$ cat config.mk
export PLATFORM = sky130hd
export DESIGN_NAME = sdspi_writer
export DESIGN_NICKNAME = d
export VERILOG_FILES = /design/src/rtl/sdspi_writer.sv
export SDC_FILE = /design/constraint.sdc
export NUM_CORES = 1
export LEC_CHECK = 0
export ABC_AREA = 0
export CORE_AREA = 2 2 121 123
export DETAILED_ROUTE_END_ITERATION = 12
export DIE_AREA = 0 0 123 125
export HOLD_SLACK_MARGIN = 0.08
export PLACE_DENSITY = 0.68
export SLEW_MARGIN = 20
export SYNTH_ARGS = -nofsm -noshare
export SYNTH_HDL_FRONTEND = slang
export SYNTH_SLANG_ARGS = --single-unit
$ cat constraint.sdc
create_clock -name clk -period 2.05 [get_ports clk]
set_clock_uncertainty 0.1 [all_clocks]
set_input_delay 0.3075 -clock clk [delete_from_list [all_inputs] [get_ports clk]]
set_output_delay 0.3075 -clock clk [all_outputs]
set_load 0.03 [all_outputs]
$ cat src/rtl/sdspi_writer.sv
// Writes one 512-byte sector to an SD-over-SPI controller: bytes are fetched from a source,
// copied into the controller buffer over APB, then the sector write command is issued.
module sdspi_writer #(
    parameter logic [15:0] BLOCKADDR  = 16'h0200,
    parameter logic [15:0] WRCMD_ADDR = 16'h0004,
    parameter int          BLOCKSIZE  = 512,
    parameter int          TIMEOUT    = 65535
) (
    input  logic        clk,
    input  logic        rst,
    input  logic        wstart,
    input  logic [31:0] wsector,
    output logic        wdone,
    output logic        werr,
    output logic        inreq,
    output logic [8:0]  inaddr,
    input  logic        invalid,
    input  logic [7:0]  inbyte,
    output logic        psel,
    output logic        penable,
    output logic        pwrite,
    output logic [15:0] paddr,
    output logic [31:0] pwdata,
    input  logic [31:0] prdata,
    input  logic        pready,
    input  logic        pslverr,
    input  logic        sdsbusy,
    input  logic [31:0] sdspi_status,
    output logic [31:0] w_writer_status
);

    typedef enum logic [3:0] {
        S_IDLE    = 4'd0,
        S_FETCH   = 4'd1,
        S_BSETUP  = 4'd2,
        S_BACCESS = 4'd3,
        S_NEXT    = 4'd4,
        S_CSETUP  = 4'd5,
        S_CACCESS = 4'd6,
        S_WBUSY   = 4'd7,
        S_WDONE   = 4'd8,
        S_FIN     = 4'd9,
        S_HOLD    = 4'd10
    } state_t;

    localparam logic [9:0]  LAST_COUNT = 10'(BLOCKSIZE);
    localparam logic [15:0] TMO_LAST   = 16'(TIMEOUT - 1);

    state_t      state_q, state_d;
    logic [9:0]  count_q, count_d;
    logic [15:0] tmo_q, tmo_d;
    logic [7:0]  byte_q, byte_d;
    logic [31:0] sector_q, sector_d;
    logic        werr_q, werr_d;

    logic        psel_q, psel_d;
    logic        penable_q, penable_d;
    logic        pwrite_q, pwrite_d;
    logic [15:0] paddr_q, paddr_d;
    logic [31:0] pwdata_q, pwdata_d;
    logic        inreq_q, inreq_d;
    logic [8:0]  inaddr_q, inaddr_d;
    logic        wdone_q, wdone_d;

    logic        ctrl_idle_s;
    logic        unused_s;

    assign ctrl_idle_s = (!sdsbusy) && (sdspi_status[15:0] == 16'h0000);
    assign unused_s    = ^{prdata, sdspi_status[31:16]};

    // Next-state and datapath updates
    always_comb begin
        state_d  = state_q;
        count_d  = count_q;
        tmo_d    = tmo_q;
        byte_d   = byte_q;
        sector_d = sector_q;
        werr_d   = werr_q;
        case (state_q)
            S_IDLE: begin
                if (wstart && ctrl_idle_s) begin
                    sector_d = wsector;
                    werr_d   = 1'b0;
                    count_d  = 10'd0;
                    tmo_d    = 16'd0;
                    state_d  = S_FETCH;
                end else begin
                    state_d  = S_IDLE;
                end
            end
            S_FETCH: begin
                if (invalid) begin
                    byte_d  = inbyte;
                    state_d = S_BSETUP;
                end else begin
                    state_d = S_FETCH;
                end
            end
            S_BSETUP: state_d = S_BACCESS;
            S_BACCESS: begin
                if (pready && pslverr) begin
                    werr_d  = 1'b1;
                    state_d = S_FIN;
                end else if (pready) begin
                    state_d = S_NEXT;
                end else begin
                    state_d = S_BACCESS;
                end
            end
            S_NEXT: begin
                count_d = count_q + 10'd1;
                if ((count_q + 10'd1) == LAST_COUNT) begin
                    state_d = S_CSETUP;
                end else begin
                    state_d = S_FETCH;
                end
            end
            S_CSETUP: state_d = S_CACCESS;
            S_CACCESS: begin
                if (pready && pslverr) begin
                    werr_d  = 1'b1;
                    state_d = S_FIN;
                end else if (pready) begin
                    tmo_d   = 16'd0;
                    state_d = S_WBUSY;
                end else begin
                    state_d = S_CACCESS;
                end
            end
            S_WBUSY: begin
                if (sdsbusy) begin
                    state_d = S_WDONE;
                end else if (tmo_q == TMO_LAST) begin
                    werr_d  = 1'b1;
                    state_d = S_FIN;
                end else begin
                    tmo_d   = tmo_q + 16'd1;
                end
            end
            S_WDONE: begin
                if (ctrl_idle_s) begin
                    state_d = S_FIN;
                end else begin
                    state_d = S_WDONE;
                end
            end
            S_FIN: state_d = S_HOLD;
            S_HOLD: begin
                if (!wstart) begin
                    state_d = S_IDLE;
                end else begin
                    state_d = S_HOLD;
                end
            end
            default: state_d = S_IDLE;
        endcase
    end

    // Outputs are decoded from the next state so they register in step with it
    always_comb begin
        psel_d    = 1'b0;
        penable_d = 1'b0;
        pwrite_d  = 1'b0;
        paddr_d   = 16'h0000;
        pwdata_d  = 32'h0000_0000;
        inreq_d   = 1'b0;
        inaddr_d  = count_d[8:0];
        wdone_d   = 1'b0;
        case (state_d)
            S_FETCH: inreq_d = 1'b1;
            S_BSETUP, S_BACCESS: begin
                psel_d    = 1'b1;
                penable_d = (state_d == S_BACCESS);
                pwrite_d  = 1'b1;
                paddr_d   = BLOCKADDR + {6'b000000, count_d};
                pwdata_d  = {24'h000000, byte_d};
            end
            S_CSETUP, S_CACCESS: begin
                psel_d    = 1'b1;
                penable_d = (state_d == S_CACCESS);
                pwrite_d  = 1'b1;
                paddr_d   = WRCMD_ADDR;
                pwdata_d  = sector_d;
            end
            S_FIN: wdone_d = 1'b1;
            default: wdone_d = 1'b0;
        endcase
    end

    // State and output registers
    always_ff @(posedge clk) begin
        if (rst) begin
            state_q   <= S_IDLE;
            count_q   <= 10'd0;
            tmo_q     <= 16'd0;
            byte_q    <= 8'h00;
            sector_q  <= 32'h0000_0000;
            werr_q    <= 1'b0;
            psel_q    <= 1'b0;
            penable_q <= 1'b0;
            pwrite_q  <= 1'b0;
            paddr_q   <= 16'h0000;
            pwdata_q  <= 32'h0000_0000;
            inreq_q   <= 1'b0;
            inaddr_q  <= 9'd0;
            wdone_q   <= 1'b0;
        end else begin
            state_q   <= state_d;
            count_q   <= count_d;
            tmo_q     <= tmo_d;
            byte_q    <= byte_d;
            sector_q  <= sector_d;
            werr_q    <= werr_d;
            psel_q    <= psel_d;
            penable_q <= penable_d;
            pwrite_q  <= pwrite_d;
            paddr_q   <= paddr_d;
            pwdata_q  <= pwdata_d;
            inreq_q   <= inreq_d;
            inaddr_q  <= inaddr_d;
            wdone_q   <= wdone_d;
        end
    end

    assign psel            = psel_q;
    assign penable         = penable_q;
    assign pwrite          = pwrite_q;
    assign paddr           = paddr_q;
    assign pwdata          = pwdata_q;
    assign inreq           = inreq_q;
    assign inaddr          = inaddr_q;
    assign wdone           = wdone_q;
    assign werr            = werr_q;
    assign w_writer_status = {4'h0, state_q, werr_q, 7'h00, 6'h00, count_q};

endmodule

==> results.sh <==
export IMPL_finalSetupViolCount=33
export IMPL_netlist_top_cells_area="dfxtp_1 (46%), mux2i_1 (8.4%), nor2_1 (5.6%)"
export IMPL_cts_buffer_depth=2
export IMPL_clock_latency_ps=400
export IMPL_rsz0062_at_grt="true"
export IMPL_synth_edff_count=0
export IMPL_placementRows=44
export IMPL_holdCritPathClass="input pin to register"
export IMPL_start_util=0.3603
export IMPL_synth_top_area_cell="dfxtp_1"
export IMPL_layout_drive_gt1_share=0.2410
export IMPL_synth_avg_cell_area_um2=9.287
export IMPL_path_class="register to register"
export IMPL_synth_warnings=0
export IMPL_drt_vias_per_instance=5.028
export IMPL_cts_sinks=118
export IMPL_violations="negative setup slack"
export IMPL_path_clk_slew_ps=50
export IMPL_die_w_um=123
export IMPL_wl_um=14130
export IMPL_wl_met3_um=1187
export IMPL_whs_path_depth=2
export IMPL_grt_max_degree=41
export IMPL_fin_crit_ps=2154
export IMPL_cp_data_required_time_ps=2270
export IMPL_nFillCells=1221
export IMPL_port_buffers=135
export IMPL_switching_share=0.2153
export IMPL_power_frac_seq=0.441
export IMPL_grt_ovfl_total=0
export IMPL_power_share_clock=0.507
export IMPL_root_buffer="clkbuf_16"
export IMPL_wl_met2_um=6960
export IMPL_hpwl_um=9439
export IMPL_reg2regPathDepth=7
export IMPL_grt_util_all_layers=0.1801
export IMPL_worst_slack_ps=-104.2
export IMPL_die_y_um=125
export IMPL_h_tree_depth=4
export IMPL_run_status="complete, but fails checks"
export IMPL_hold_ws_ps=222.6
export IMPL_top_layer="met4"
export IMPL_period_share=1.051
export IMPL_core_mm2=0.01420
export IMPL_antenna_cells=0
export IMPL_ios=206
export IMPL_vias=4681
export IMPL_max_vdd_ir_drop_uv=443.1
export IMPL_cp_start_kind="register"
export IMPL_die_area_mm2=0.01538
export IMPL_synth_async_reset_ratio=0
export IMPL_fmax_mhz=464.2
export IMPL_synth_cell_types=63
export IMPL_grt_pass1_wl_um=21860
export IMPL_p_int_mw=4.070
export IMPL_ys_ff_latch=118
export IMPL_yosysTopAreaCellShare=0.4616
export IMPL_gp_congestion=0.8599
export IMPL_cts_inserted_buffers=17
export IMPL_wl_met1_um=5828
export IMPL_cp_max_fo=34
export IMPL_drc=0
export IMPL_synthesis_area_mm2=0.005117
export IMPL_arrival_ps=2370
export IMPL_cts_hold_buf=0
export IMPL_report_final_hold_viol_count=0
export IMPL_ys_seq_area_frac=0.4616
export IMPL_firstDrtPassIters=6
export IMPL_nets=850
export IMPL_grt_pass1_vias=4553
export IMPL_drt_initial_drc_count=253
export IMPL_final_antenna_net_count=0
export IMPL_cts_tree="yes"
export IMPL_drv_cap=0
export IMPL_critPathCaptureType="register"
export IMPL_p_per_area_mw_per_mm2=654.0
export IMPL_cellLeakagePower_nw=3.024
export IMPL_switching_power_mw=1.116
export IMPL_wl_per_cell_um=15.18
export IMPL_final_max_slew_viol_count=0
export IMPL_syn2layout_area_growth_pct=54.96
export IMPL_total_power_mw=5.186
export IMPL_grt_antenna_before_repair=0
export IMPL_combPwrFrac=0.052
export IMPL_syn_inst=551
export IMPL_synth_ff_type="dfxtp_1"
==> through the flow <==
| stage | setup slack (ps) | utilization | cell area (um^2) | std cells | TNS, ps |
|---|---|---|---|---|---|
| final | -104.2 | 0.5583 | 7930 | 931 | -1448 |
| after global routing | -182.7 | 0.5583 | 7930 | 931 | -4056 |
| after CTS | -110.0 | 0.5330 | 7571 | 924 | -1727 |
| after detailed placement | -503.1 | 0.4891 | 6947 | 890 | -36960 |
| after global placement | -480.4 | 0.4891 | 6947 | 890 | -32030 |
| after floorplan | -107.8 | - | 5276 | 572 | -554.1 |
==> worst max-delay path, stage by stage (launching register included) <==
cell and delay, ps:
dfxtp_4 330, and3_4 180, and3_4 170, or4_4 430, a211oi_4 300, a22oi_2 120, buf_12 190, o31ai_2 220
==> state kept, by name, indices dropped and copies added (netlist names) <==
register and count:
wdone 1, inreq 1, state_q 4, pwdata 32, werr 1, penable 1, tmo_q 16, byte_q 8
paddr 11, count_q 10, sector_q 32, pwrite 1
==> cells in the mapped netlist, types with 8 or more instances <==
cell type,number
a21oi_1,26
buf_2,9
buf_4,34
clkbuf_1,16
dfxtp_1,118
mux2i_1,43
nand2_1,20
nand3_1,11
nor2_1,77
nor2b_1,8
nor3_1,31
o21ai_0,21
or3_1,18
==> cells in the final DEF (no fill, tap or decap), drive strengths merged, types with 4 or more instances in the layout <==
master,instances
clkinv,4
dlymetal6s2s,11
dlygate4sd2,13
ha,4
inv,5
nor3,34
xor2,4
or3,19
nand2b,6
a22oi,5
nor4,6
a21oi,26
and4,5
nor2b,8
conb,22
and3,6
a31oi,5
clkdlybuf4s50,110
nand3,11
nor2,77
clkbuf,24
nand4,7
o21a,6
o21ai,21
buf,72
nand2,20
and2,5
dfxtp,118
o31ai,9
mux2i,43
==> power by group through the flow <==
stage               Clock, mW  Combinational (mW)  Sequential [mW]
global route             2.80               0.287             2.29
floorplan                   0               0.132             2.34
detailed placement          0               0.249             2.34
global placement            0               0.246             2.34
CTS                      2.70               0.253             2.29
finish                   2.63               0.270             2.29
==> path summary, 6_finish.rpt <==
check	startpoint	end	slack (ps)
setup / recovery	count_q[0]$_SDFF_PP0_	pwdata[4]$_SDFF_PP0_	-100
hold / removal	rst	count_q[4]$_SDFF_PP0_	220
setup reg to reg	count_q[0]$_SDFF_PP0_	pwdata[4]$_SDFF_PP0_	-100
hold reg to reg	byte_q[6]$_SDFF_PP0_	byte_q[6]$_SDFF_PP0_	380
==> cells by family after synthesis <==
family                   after synthesis  share of synthesized area
buffers and inverters                 69                    0.08508
AO/OA/AOI/OAI                         91                     0.1203
multiplexers                          43                    0.08411
AND/OR/NAND/NOR                      218                     0.2262
flip-flops                           118                     0.4616
other                                  1                  0.0007328
adder cells (fa/ha/maj)                5                    0.01174
XOR/XNOR                               6                    0.01027
==> final cells by class <==
class                           instances  area (um^2)  share of cell area
Clock buffer                           23        488.0             0.06153
Timing Repair Buffer                  207         1997              0.2518
Sequential cell                       118         2390              0.3014
Inverter                                4        15.01            0.001893
Clock inverter                          8        48.80            0.006153
Multi-Input combinational cell        387         2761              0.3482
Tap cell                              184        230.2             0.02903
==> layer usage <==
metal  GRT usage  vias up
li1            -     2267
met1      0.2165     2213
met2      0.2948      187
met3     0.06797       14
met4     0.05949        0
met5           0        -
==> timing repair <==
| action | in CTS | in global routing |
|---|---|---|
| endpoints found under the setup margin | 58 | 93 |
| cloned | 3 | 1 |
| setup buffers | 0 | 6 |
| gates resized for setup | 26 | 64 |
| pin swaps | 3 | 17 |
Power figures use the tool's default switching activity.
